===== src/rtl/uart_rx_word.sv =====
// 8N1 UART receiver that assembles WORD_BYTES consecutive bytes into a 32-bit word.
// State | meaning: IDLE wait for start edge | START confirm start at mid-bit | DATA shift 8 bits | STOP check stop bit | CLEANUP one-cycle gap
module uart_rx_word #(
    parameter int CLKS_PER_BIT = 87,
    parameter int WORD_BYTES   = 4
) (
    input  logic        clock,
    input  logic        reset_n,
    input  logic        enable,
    input  logic        serial_in,
    output logic [7:0]  o_byte,
    output logic        o_byte_valid,
    output logic [31:0] o_word,
    output logic        o_word_valid,
    output logic        o_frame_err,
    output logic        o_active
);

    typedef enum logic [2:0] {
        S_IDLE,
        S_START,
        S_DATA,
        S_STOP,
        S_CLEANUP
    } state_t;

    localparam logic [15:0] BIT_LAST = 16'(CLKS_PER_BIT - 1);
    localparam logic [15:0] HALF_BIT = 16'((CLKS_PER_BIT - 1) / 2);
    localparam logic [1:0]  LAST_IDX = 2'(WORD_BYTES - 1);

    state_t      r_state;
    logic        r_sync1;
    logic        r_sync2;
    logic        r_rx_prev;
    logic [15:0] r_cnt;
    logic [2:0]  r_bit_idx;
    logic [7:0]  r_shift;
    logic [1:0]  r_byte_idx;
    logic [31:0] r_shadow;
    logic [7:0]  r_byte;
    logic        r_byte_valid;
    logic [31:0] r_word;
    logic        r_word_valid;
    logic        r_frame_err;
    logic        r_active;

    logic        w_rx;
    logic        w_fall;
    logic [31:0] w_shadow_next;

    assign w_rx   = r_sync2;
    assign w_fall = r_rx_prev & ~w_rx;

    // Lanes at or above WORD_BYTES are never written, so they stay zero.
    always_comb begin
        w_shadow_next = r_shadow;
        for (int lane = 0; lane < 4; lane++) begin
            if (lane < WORD_BYTES && r_byte_idx == 2'(lane)) begin
                w_shadow_next[8*lane +: 8] = r_shift;
            end
        end
    end

    always_ff @(posedge clock or negedge reset_n) begin
        if (!reset_n) begin
            r_sync1   <= 1'b1;
            r_sync2   <= 1'b1;
            r_rx_prev <= 1'b1;
        end else begin
            r_sync1   <= serial_in;
            r_sync2   <= r_sync1;
            r_rx_prev <= r_sync2;
        end
    end

    always_ff @(posedge clock or negedge reset_n) begin
        if (!reset_n) begin
            r_state      <= S_IDLE;
            r_cnt        <= '0;
            r_bit_idx    <= '0;
            r_shift      <= '0;
            r_byte_idx   <= '0;
            r_shadow     <= '0;
            r_byte       <= '0;
            r_byte_valid <= 1'b0;
            r_word       <= '0;
            r_word_valid <= 1'b0;
            r_frame_err  <= 1'b0;
            r_active     <= 1'b0;
        end else begin
            r_byte_valid <= 1'b0;
            r_word_valid <= 1'b0;
            r_frame_err  <= 1'b0;

            case (r_state)
                S_IDLE: begin
                    if (enable && w_fall) begin
                        r_state   <= S_START;
                        r_cnt     <= HALF_BIT;
                        r_bit_idx <= '0;
                        r_active  <= 1'b1;
                    end
                end

                S_START: begin
                    if (r_cnt != 16'd0) begin
                        r_cnt <= r_cnt - 16'd1;
                    end else if (w_rx) begin
                        r_state  <= S_IDLE;
                        r_active <= 1'b0;
                    end else begin
                        r_state   <= S_DATA;
                        r_cnt     <= BIT_LAST;
                        r_bit_idx <= '0;
                    end
                end

                S_DATA: begin
                    if (r_cnt != 16'd0) begin
                        r_cnt <= r_cnt - 16'd1;
                    end else begin
                        r_cnt   <= BIT_LAST;
                        r_shift <= {w_rx, r_shift[7:1]};
                        if (r_bit_idx == 3'd7) begin
                            r_state <= S_STOP;
                        end else begin
                            r_bit_idx <= r_bit_idx + 3'd1;
                        end
                    end
                end

                S_STOP: begin
                    if (r_cnt != 16'd0) begin
                        r_cnt <= r_cnt - 16'd1;
                    end else begin
                        r_state <= S_CLEANUP;
                        r_cnt   <= '0;
                        if (w_rx) begin
                            r_byte       <= r_shift;
                            r_byte_valid <= 1'b1;
                            r_shadow     <= w_shadow_next;
                            if (r_byte_idx == LAST_IDX) begin
                                r_word       <= w_shadow_next;
                                r_word_valid <= 1'b1;
                                r_byte_idx   <= '0;
                            end else begin
                                r_byte_idx <= r_byte_idx + 2'd1;
                            end
                        end else begin
                            // A broken frame also breaks word alignment.
                            r_frame_err <= 1'b1;
                            r_byte_idx  <= '0;
                        end
                    end
                end

                S_CLEANUP: begin
                    r_state  <= S_IDLE;
                    r_active <= 1'b0;
                end

                default: begin
                    r_state  <= S_IDLE;
                    r_active <= 1'b0;
                end
            endcase
        end
    end

    assign o_byte       = r_byte;
    assign o_byte_valid = r_byte_valid;
    assign o_word       = r_word;
    assign o_word_valid = r_word_valid;
    assign o_frame_err  = r_frame_err;
    assign o_active     = r_active;

endmodule


===== config.mk =====
export PLATFORM = sky130hd
export DESIGN_NAME = uart_rx_word
export DESIGN_NICKNAME = d
export VERILOG_FILES = /design/src/rtl/uart_rx_word.sv
export SDC_FILE = /design/constraint.sdc
export NUM_CORES = 1
export LEC_CHECK = 0
export ABC_CLOCK_PERIOD_IN_PS = 3700
export CAP_MARGIN = 15
export CORE_ASPECT_RATIO = 0.9
export CORE_MARGIN = 2
export CORE_UTILIZATION = 35
export CTS_BUF_LIST = sky130_fd_sc_hd__clkbuf_16
export DETAILED_ROUTE_END_ITERATION = 7
export MAX_ROUTING_LAYER = met4
export SYNTH_ARGS = -nofsm -noshare
export SYNTH_HDL_FRONTEND = slang
export SYNTH_SLANG_ARGS = --single-unit

===== constraint.sdc =====
create_clock -name clock -period 3.7 [get_ports clock]
set_input_delay 0.74 -clock clock [delete_from_list [all_inputs] [get_ports clock]]
set_output_delay 0.74 -clock clock [all_outputs]
set_load 0.01 [all_outputs]

## Yosys cells after proc, flatten, opt, wreduce, memory -nomap -nowiden

Index checks and enable logic that the tools add are counted.

- Memories kept: 0
- ROM bits: 0
- Word-level logic and storage cells: 92
- Register bits after elaboration: 111
- RAM bits: 0
- Latch bits: 0

- Bitwise operators: 4
- Divide/modulo/power cells: 0
- Shift-type cells: 0
- Add/sub/neg operators: 3
- Multipliers: 0
- Muxes and demuxes: 39
- Equality and inequality tests: 16
- Reductions and logical operators: 15
- Magnitude comparators: 0

Operators by type and width:

| kind | count |
|---|---|
| 16-bit 2-to-1 mux | 5 |
| 16-bit case mux with 4 select lines | 1 |
| 8-bit 2-to-1 mux | 4 |
| 3-bit 2-to-1 mux | 10 |
| 2-bit != test, second input constant | 8 |
| 16-bit nonzero test | 1 |
| 16-bit by 1-bit subtractor with 16-bit output, second input constant | 1 |
| 1-bit 2-to-1 mux | 13 |
| 3-bit case mux with 4 select lines | 1 |
| 3-bit case mux with 3 select lines | 1 |
| 4-bit AND reduction | 2 |
| 3-bit by 2-bit equality test with 1-bit output, second input constant | 2 |
| 2-bit 2-to-1 mux | 3 |
| 3-bit AND reduction | 2 |
| 6-bit AND reduction | 1 |
| 5-bit AND reduction | 1 |
| 2-bit equality test, second input constant | 2 |
| 2-bit AND reduction | 2 |
| 4-bit nonzero test | 1 |
| 3-bit by 1-bit adder with 3-bit output, second input constant | 1 |
| 3-bit by 1-bit equality test with 1-bit output, second input constant | 1 |
| 3-bit equality test, second input constant | 1 |
| 3-bit zero test | 1 |
| 3-bit != test, second input constant | 1 |
| 9 further kinds | 11 |

## Depth between registers and ports, before layout

Gate-level depths: netlist of run 1.

- Depth in word-level cells: 5
- Mapped depth: 9
- Gate-level depth less buffers: 7

## Least setup slack after synthesis of run 1

Ideal clock, no wire load.

- Path type: register to register
- From: reg r_cnt[4]
- To: reg r_shadow[10]
- Slack: 1.572 ns
- Period minus slack after synthesis: 2.128 ns
- Setup time: 0.125 ns
- Stages on the path, launching flop included: 8
- Data arrival time: 2.003 ns
- Path through: dfrtp_1 -> or3_1 -> buf_2 -> or3_4 -> nor3_4 -> buf_6 -> nand2_8 -> mux2_4

- Longest elaborated chain between the ends: 3

RTL lines:

| item | RTL line | text |
|---|---|---|
| start: declaration | 35 | `logic [15:0] r_cnt;` |
| start signal: assignment | 107 | `r_cnt <= r_cnt - 16'd1;` |
| start signal: assignment | 120 | `r_cnt <= r_cnt - 16'd1;` |
| start signal: assignment | 134 | `r_cnt <= r_cnt - 16'd1;` |
| 16-bit nonzero test | 133 | `if (r_cnt != 16'd0) begin` |
| 1-bit NOT (no source line) | - |  |
| 3-bit AND reduction (no source line) | - |  |
| end signal: assignment | 141 | `r_shadow <= w_shadow_next;` |
| end: declaration | 39 | `logic [31:0] r_shadow;` |

Every way passes these cells.
A chain may end at the register's enable or synchronous reset.

## Worst setup path after layout of run 1

- From: reg r_cnt[0]
- To: reg r_cnt[15]

- Longest elaborated chain between the ends: 3

RTL lines:

| item | RTL line |
|---|---|
| 16-bit by 1-bit subtractor with 16-bit output or 16-bit nonzero test (tied branches) | - |
| 16-bit 2-to-1 mux (tied with other cells) | 133 |
| 16-bit case mux with 4 select lines or 3-bit AND reduction (tied branches) | - |

Parallel ways exist; a longest one is shown, timed or not.

==> results.txt, run 1 <==
The run gives 0 as the number of antenna violations at the first check in global routing. Leaving out filler cells and counting taps, the final layout contains 634. Across all setup checks in the final design, the least slack found is 1.12 ns. The signal on the critical path passes through inv_1 > ha_1 > nor4b_2 > and4_1 > nor2_1 > nor2_1 > nor2_1. The number of clock buffers added by TritonCTS is 9. The tools report the maximum root-to-sink buffer count as 2.

The fraction of layout cells with a size suffix above 1 was 15.5%. Post-CTS timing repair inserted 0 buffers for setup. In this run, post-CTS hold repair placed 0 buffers. The area of the placeable core was 13400 um^2. The filler cells instantiated in the layout total 1260. After layout, the minimum clock period comes to 2.58 ns. The total routing resource utilization after global routing is 15.2%. Input and output buffers added on the ports amount to 47. The gate count after technology mapping is 428, and the yosys synthesis warning count is 0. Relative to the synthesized area, the layout overhead comes to 17.8%.

The tools report the violation count after the first detailed-routing iteration as 194. The class of the most critical hold timing path is reg2reg. The largest fanout of any net on the critical path works out to 17. The logs give 0 for the count of pins over their slew limit and 103 for the clock sink count. The analysis attributes to cell leakage a power of 2.63 nW.

The worst-case IR drop observed on VDD is 0.242 mV. The via count of the first global-routing pass was 3164. The number of antenna diodes in the final layout is 0. The HPWL after detailed placement is 6750 um. Summing internal, switching and leakage power gives 2.87 mW. The worst slack at placement is 0.847 ns, and the maximum number of pins on one net before global-route repair is 57.

The routed wire length was 10100 um. The run gives 2580 um^2 as the sequential cell area. In this run, synthesis inferred 0 flip-flops with an integrated enable. The count of cell types in the netlist was 50. In this design, the stage delay of the slowest critical-path cell is 0.69 ns. Once the clock tree was built, the resizer swapped 0 gates to a different size.

The tools report the netlist area before placement as 4820 um^2. The run gives 50.1% as the worst relative slew slack. The most prevalent standard cell on the critical path is sky130_fd_sc_hd__nor2_1.

Number of nets produced by synthesis: 440. The per-cell via count in the routed design is 5.13. The total power divided by cell area is 505 nW/um^2. For the number of nets at the end of the flow, the log shows 475.

In the synthesized netlist the dominant register cell turns out to be sky130_fd_sc_hd__dfrtp_1. 48 I/O pins were placed. The final-report hold violation count came out at 0. Endpoint arrival time on the critical path: 2.80 ns. Leaving out fill and tap cells, the most frequent cell in the layout is sky130_fd_sc_hd__dfrtp_1. The post-detailed-route wirelength per cell is 15.9 um.

The worst setup path is captured at a flip-flop. At the later pin of the worst-skew pair, clock insertion delay measures 0.35 ns. Synthesis inferred 103 register bits. TritonCTS built the clock tree. STA puts the critical path data required time at 3.92 ns. The number of maximum-capacitance violations is 0, and the wire length of the first global-routing pass is 17000 um. The congestion estimate from routability-driven global placement came to 0.799. The detail route stage leaves a number of antenna-violating nets equal to 0. The die footprint was 14700 um^2. In the layout the commonest cells are 100 x sky130_fd_sc_hd__dfrtp_1, 63 x sky130_fd_sc_hd__nand2_1, 46 x sky130_fd_sc_hd__clkdlybuf4s50_1, 39 x sky130_fd_sc_hd__o21ai_0, 28 x sky130_fd_sc_hd__mux2i_1.

The floorplan has 40 rows. Global routing finished with a remaining overflow of 0. CTS root buffer: sky130_fd_sc_hd__clkbuf_16. For the achievable clock frequency, the log shows 387 MHz. Critical path class: reg2reg. Clock slew at the register clock pins of the worst setup and hold paths: 0.07 ns.

The length of the first detailed-routing pass in iterations is 4, and the total negative slack is 0 ns. The logs give 42.3% for the core occupancy in the finished layout and 53.6% for the share of the yosys chip area belonging to registers. Setup violations remaining at the end of the flow were counted as 0.

The die span in x came out at 128 um. The run gives 35.9% as the effective utilization at floorplan. The sort of element at the start of the critical path is a flip-flop. The run finished with clean final reports. Cell with the largest stage delay on the worst path: sky130_fd_sc_hd__and4_1. The H-tree generated during clock tree synthesis spans 3 levels. The total via count in the routed design came out at 3251. The number of design rule violations left after detail routing is 0.

For the footprint of the multi-input gates, the log shows 2060 um^2. Setup repair after global routing left no endpoint under its margin. Clock skew on the completed layout was measured at 0.00939 ns. Dividing the final minimum period by the clock period gives 69.8%. The cell count after placement is 619, and the worst-margin pin slew is 0.746 ns. The average size of a mapped cell came out at 11.3 um^2. The floorplan die height was 115 um. The proportion of synthesized flip-flops having asynchronous set or reset works out to 100%.
## critical path, delay by kind of cell, from the launching register on
family | cells | cell delay [ns]
AND/OR/NAND/NOR | 5 | 1.75
adder cells (fa/ha/maj) | 1 | 0.17
flip-flops | 1 | 0.39
buffers and inverters | 1 | 0.13
## logic make-up (layout without fill, tap and decap cells)
group	after synthesis	in the layout	share of synthesized area, %
AOI/OAI and AO/OA	64	64	7.76
xor gates and xnor gates	7	7	1.27
adders and majority gates	8	8	2.08
buffers and inverters	37	75	3.63
DFF	103	103	53.6
muxes	69	69	16.6
and+or+nand+nor	140	140	15.1
## worst paths after layout
path	slack, ns	startpoint	end	depth (start not counted)
max	1.12	r_cnt[0]	r_cnt[15]	7
min	0.36	r_sync1	r_sync2	0
max reg2reg	1.12	r_cnt[0]	r_cnt[15]	7
min reg2reg	0.36	r_sync1	r_sync2	0
max in group asynchronous	2.45	reset_n	r_rx_prev	2
min in group asynchronous	0.39	reset_n	r_state[0]	1
## through the flow
step                instance area (um^2)  hold WS (ns)
floorplan                           4820         0.345
global placement                    5390         0.346
detailed placement                  5390         0.352
CTS                                 5670         0.361
global route                        5680         0.361
finish                              5680         0.359
## layout make-up
| type | instances | share of cell area (%) |
|---|---|---|
| Inverter | 8 | 0.529 |
| Multi-Input combinational cell | 288 | 36.3 |
| Clock inverter | 5 | 0.948 |
| Clock buffer | 9 | 3.97 |
| Timing Repair Buffer | 53 | 9.04 |
| Sequential cell | 103 | 45.5 |
| Tap cell | 168 | 3.70 |
## per-layer routing
layer	track usage (%)	share of wire [%]	vias to the layer above	wire, um
met4	4.25	1.3	0	127
met2	20.7	44	90	4410
li1	-	-	1559	-
met3	3.63	5.2	11	529
met5	-	0	-	0
met1	22.5	50	1591	5030
## state kept, by name, summed over array words and instances (netlist names), 2 cells and up
name / cells
o_word: 32
r_shadow: 24
r_cnt: 16
o_byte: 8
r_shift: 8
r_bit_idx: 3
r_state: 3
r_byte_idx: 2
## power by group
part	leakage [nW]	switching (mW)	internal, mW
Combinational	1.09	0.341	0.244
Clock	0.140	0.403	0.513
Sequential	1.40	0.144	1.22
Total	2.63	0.889	1.98
## cell usage after synthesis (all sizes together), types with 2 or more instances
cell type  instances  area, um^2
nor2b              2        12.5
o31ai              6        45.0
mux2i             28         280
xor2               6        52.6
nand2b             3        18.8
o21ai             39         195
mux2              41         522
o21bai             2        15.0
nor2              25        93.8
nand2             66         283
dfrtp            100        2500
nor3              13        87.6
a2bb2oi            2        17.5
ha                 8         100
buf                9        70.1
or3                3        23.8
clkbuf            20        75.1
dfstp              3        78.8
a21o               2        15.0
nor4               5        37.5
a21oi              7        35.0
inv                8        30.0
and4               3        26.3
nand4             10        62.6
(Power assumes the default switching activity.)
==> run 2: changes to the inputs <==
--- a/config.mk
+++ b/config.mk
@@ -5,7 +5,7 @@
 export SDC_FILE = /design/constraint.sdc
 export NUM_CORES = 1
 export LEC_CHECK = 0
-export ABC_CLOCK_PERIOD_IN_PS = 3700
+export ABC_CLOCK_PERIOD_IN_PS = 2500
 export CAP_MARGIN = 15
 export CORE_ASPECT_RATIO = 0.9
 export CORE_MARGIN = 2
==> constraint.sdc (replaced) <==
create_clock -name clock -period 2.5 [get_ports clock]
set_input_delay 0.5 -clock clock [delete_from_list [all_inputs] [get_ports clock]]
set_output_delay 0.5 -clock clock [all_outputs]
set_load 0.01 [all_outputs]
==> run 2 against run 1 <==
  * Clock-buffer cell count unchanged
  * Global-route usage up 0.21 points
  * Routed wire length up 0.20%
  * Core utilization up 0.67 points
  * Clock power up 35%
  * Critical path depth up 1
  * Cell count up 2.1%
  * Largest power group unchanged
  * Highest routed layer unchanged
==> results.txt, run 2 (same netlist as run 1, synthesis figures left out) <==
Summed over all cells, the static leakage comes to 2.69 nW. The library cell used most frequently in the layout, excluding fill and tap cells, is sky130_fd_sc_hd__dfrtp_1. In the global route stage, overall resource usage came out at 15.4%.

VDD sags by at most 0.309 mV. The number of gates resized after CTS was 0. The first global-routing pass estimated 17400 um of wire. For the number of antenna violations at the first check in global routing, the log shows 0.

TritonCTS built the clock tree. The count of pins over their slew limit was 0. The run gives 3.12% as the met3 track utilization from global routing. The min-delay analysis places its worst path in the category in2async. The number of nets with antenna violations after detailed routing is 0. For the pin with the worst max-slew slack, the measured transition is 0.700 ns.

For the final database, setup skew stands at 0.00628 ns. The tools report the clock sink count as 103. Sort of element at the start of the critical path: a flip-flop.

The per-cell via count in the routed design works out to 5.07. Number of buffer cells added on primary ports: 47. For the routed wire length, the log shows 10100 um. The cell sitting at the root of the clock tree is a sky130_fd_sc_hd__clkbuf_16. The die span in x works out to 128 um. The clock slew at the register clock pins of the worst setup and hold paths is 0.07 ns.

In the global route stage, met2 resource usage came out at 22.6%. The placed instances occupy a cell area of 5510 um^2. The run gives 6900 um as the placed wire-length estimate after detailed placement. After clock tree synthesis, the flow added hold-fix buffers numbering 0. The antenna cell count is 0. In the layout the commonest cells are 100 x sky130_fd_sc_hd__dfrtp_1, 63 x sky130_fd_sc_hd__nand2_1, 46 x sky130_fd_sc_hd__clkdlybuf4s50_1, 39 x sky130_fd_sc_hd__o21ai_0, 28 x sky130_fd_sc_hd__mux2i_1.

The tool flagged a number of max-cap violations equal to 0. For the via count of the first global-routing pass, the log shows 3321. The tools report the total via count in the routed design as 3281. The tools report the overflow left after global routing as 0. The floorplan die height works out to 115 um.

Traced cell by cell, the critical path runs through inv_1 > ha_1 > nor4b_2 > nand3_1 > nor3_4 > buf_4 > nand2_8 > mux2_4. The filler cells instantiated in the layout total 1259. The clock period minus worst slack works out to 2.26 ns. The number of design rule violations left after detail routing was 0. The logs give 14700 um^2 for the die footprint and 21.6% for the met1 usage. For this run, the detailed router's first-pass iteration total came to 4. The total power divided by cell area is 728 nW/um^2. Most heavily used metal layer in global routing: met2. Critical path class: reg2reg. The floorplan has 40 rows.

TritonCTS buffer count: 9. On the worst path, the slowest cell contributes a delay of 0.39 ns. Entering global routing, the biggest net connects 90 pins.

Summed over all failing endpoints, the final setup total negative slack is 0 ns. At the worst endpoint, the arrival time is 2.48 ns. Routability-driven placement finished with a final weighted congestion of 0.860. In this run the worst path has a maximum fanout of 8. The cell family with the largest share of critical-path delay was simple AND/OR/NAND/NOR gates.

The clock latency at the later pin of the worst-skew pair came out at 0.34 ns. The largest individual stage delay along the critical path comes from the cell sky130_fd_sc_hd__dfrtp_1. Dividing the final minimum period by the clock period gives 90.5%. The required time at the endpoint of the critical path is 2.72 ns, and the fraction of layout cells with a size suffix above 1 is 17.3%. The total stage count of the critical path came out at 8.

After routing the design area is 5770 um^2. 48 I/O pins were placed. The sum of buffers and inverters on the critical path is 2, and the post-detailed-route wirelength per cell is 15.6 um. The number of nets at the end of the flow was 487. Setup repair after global routing left no endpoint under its margin. The worst pin sits at a relative slew slack of 53.4%. The run finished with clean final reports.

Based on the critical path, the design can be clocked at up to 442 MHz. The final-report hold violation count came out at 0. Relative to the synthesized area, the layout overhead comes to 19.7%. The number of flip-flops under the largest register name came out at 32.

The core region is 13400 um^2. The deepest level of the CTS H-tree was 3; the effective utilization at floorplan was 35.9%. For the worst flop-to-flop path, the logic depth is 8. Kind of capture point of the worst setup path: a flip-flop. In this run the deepest clock path goes through 2 buffers.

For this run, the share of the core covered by cells in the final layout is 43.0%. The run gives 185 as the violation count after the first detailed-routing iteration. Setup slack on the worst reg-to-reg path comes out at 0.24 ns.

Setup violations remaining at the end of the flow were counted as 0.
[run 2: cell count changes in the layout (fill, tap and decap cells not counted)]
cell | previous run | this run
sky130_fd_sc_hd__inv_1 | 10 | 8
sky130_fd_sc_hd__clkinvlp_4 | 1 | 0
sky130_fd_sc_hd__bufinv_16 | 1 | 0
sky130_fd_sc_hd__clkinv_1 | 0 | 4
sky130_fd_sc_hd__buf_4 | 6 | 17
sky130_fd_sc_hd__clkinv_2 | 0 | 1
sky130_fd_sc_hd__buf_12 | 0 | 2
sky130_fd_sc_hd__clkbuf_4 | 1 | 0
[run 2: power breakdown]
| part | switching [mW] | total [mW] | internal [mW] |
|---|---|---|---|
| Sequential | 0.191 | 2.00 | 1.81 |
| Combinational | 0.544 | 0.961 | 0.417 |
| Clock | 0.580 | 1.24 | 0.656 |
| Total | 1.32 | 4.20 | 2.88 |
[run 2: per-stage QoR]
step	cells	hold slack [ns]	power (mW)	worst slack, ns
6_report	647	0.0189	4.20	0.238
5_1_grt	647	0.0185	4.47	0.0142
4_1_cts	646	0.00958	4.23	0.120
3_5_place_dp	631	0.349	2.98	0.135
3_3_place_gp	631	0.346	2.94	0.183
2_1_floorplan	428	0.204	2.66	0.372
[run 2: layout make-up]
cell class              instances  area [um^2]  area share [%]
multi-input cells             288         2060            35.8
flip-flops and latches        103         2580            44.8
clock inverters                 6         28.8           0.499
well taps                     168          210            3.65
clock buffers                   9          225            3.91
inverters                       8         30.0           0.521
repair buffers                 65          628            10.9
[run 2: path summary, 6_finish.rpt]
| check | from | endpoint |
|---|---|---|
| setup / recovery | r_cnt[0] | r_shadow[8] |
| hold / removal | reset_n | r_cnt[1] |
| setup reg to reg | r_cnt[0] | r_shadow[8] |
| hold reg to reg | r_sync1 | r_sync2 |
| max in group asynchronous | reset_n | r_cnt[7] |
| min in group clock | r_sync1 | r_sync2 |
[run 2: what timing repair did]
action	CTS	global route
hold endpoints to repair	0	0
endpoints found under the setup margin	0	25
setup buffers	0	1
[run 2: layer usage]
| layer | part of all wire [%] | wire, um |
|---|---|---|
| met1 | 51 | 5120 |
| met4 | 1.5 | 152 |
| met5 | 0 | 0 |
| met2 | 45 | 4520 |
| met3 | 3.2 | 327 |
==> run 3: changes to the inputs <==
--- a/config.mk
+++ b/config.mk
@@ -13,6 +13,7 @@
 export CTS_BUF_LIST = sky130_fd_sc_hd__clkbuf_16
 export DETAILED_ROUTE_END_ITERATION = 7
 export MAX_ROUTING_LAYER = met4
+export SLEW_MARGIN = 10
 export SYNTH_ARGS = -nofsm -noshare
 export SYNTH_HDL_FRONTEND = slang
 export SYNTH_SLANG_ARGS = --single-unit
==> results of run 3 <==
The final DEF is identical to that of run 2; final timing and power are the same.
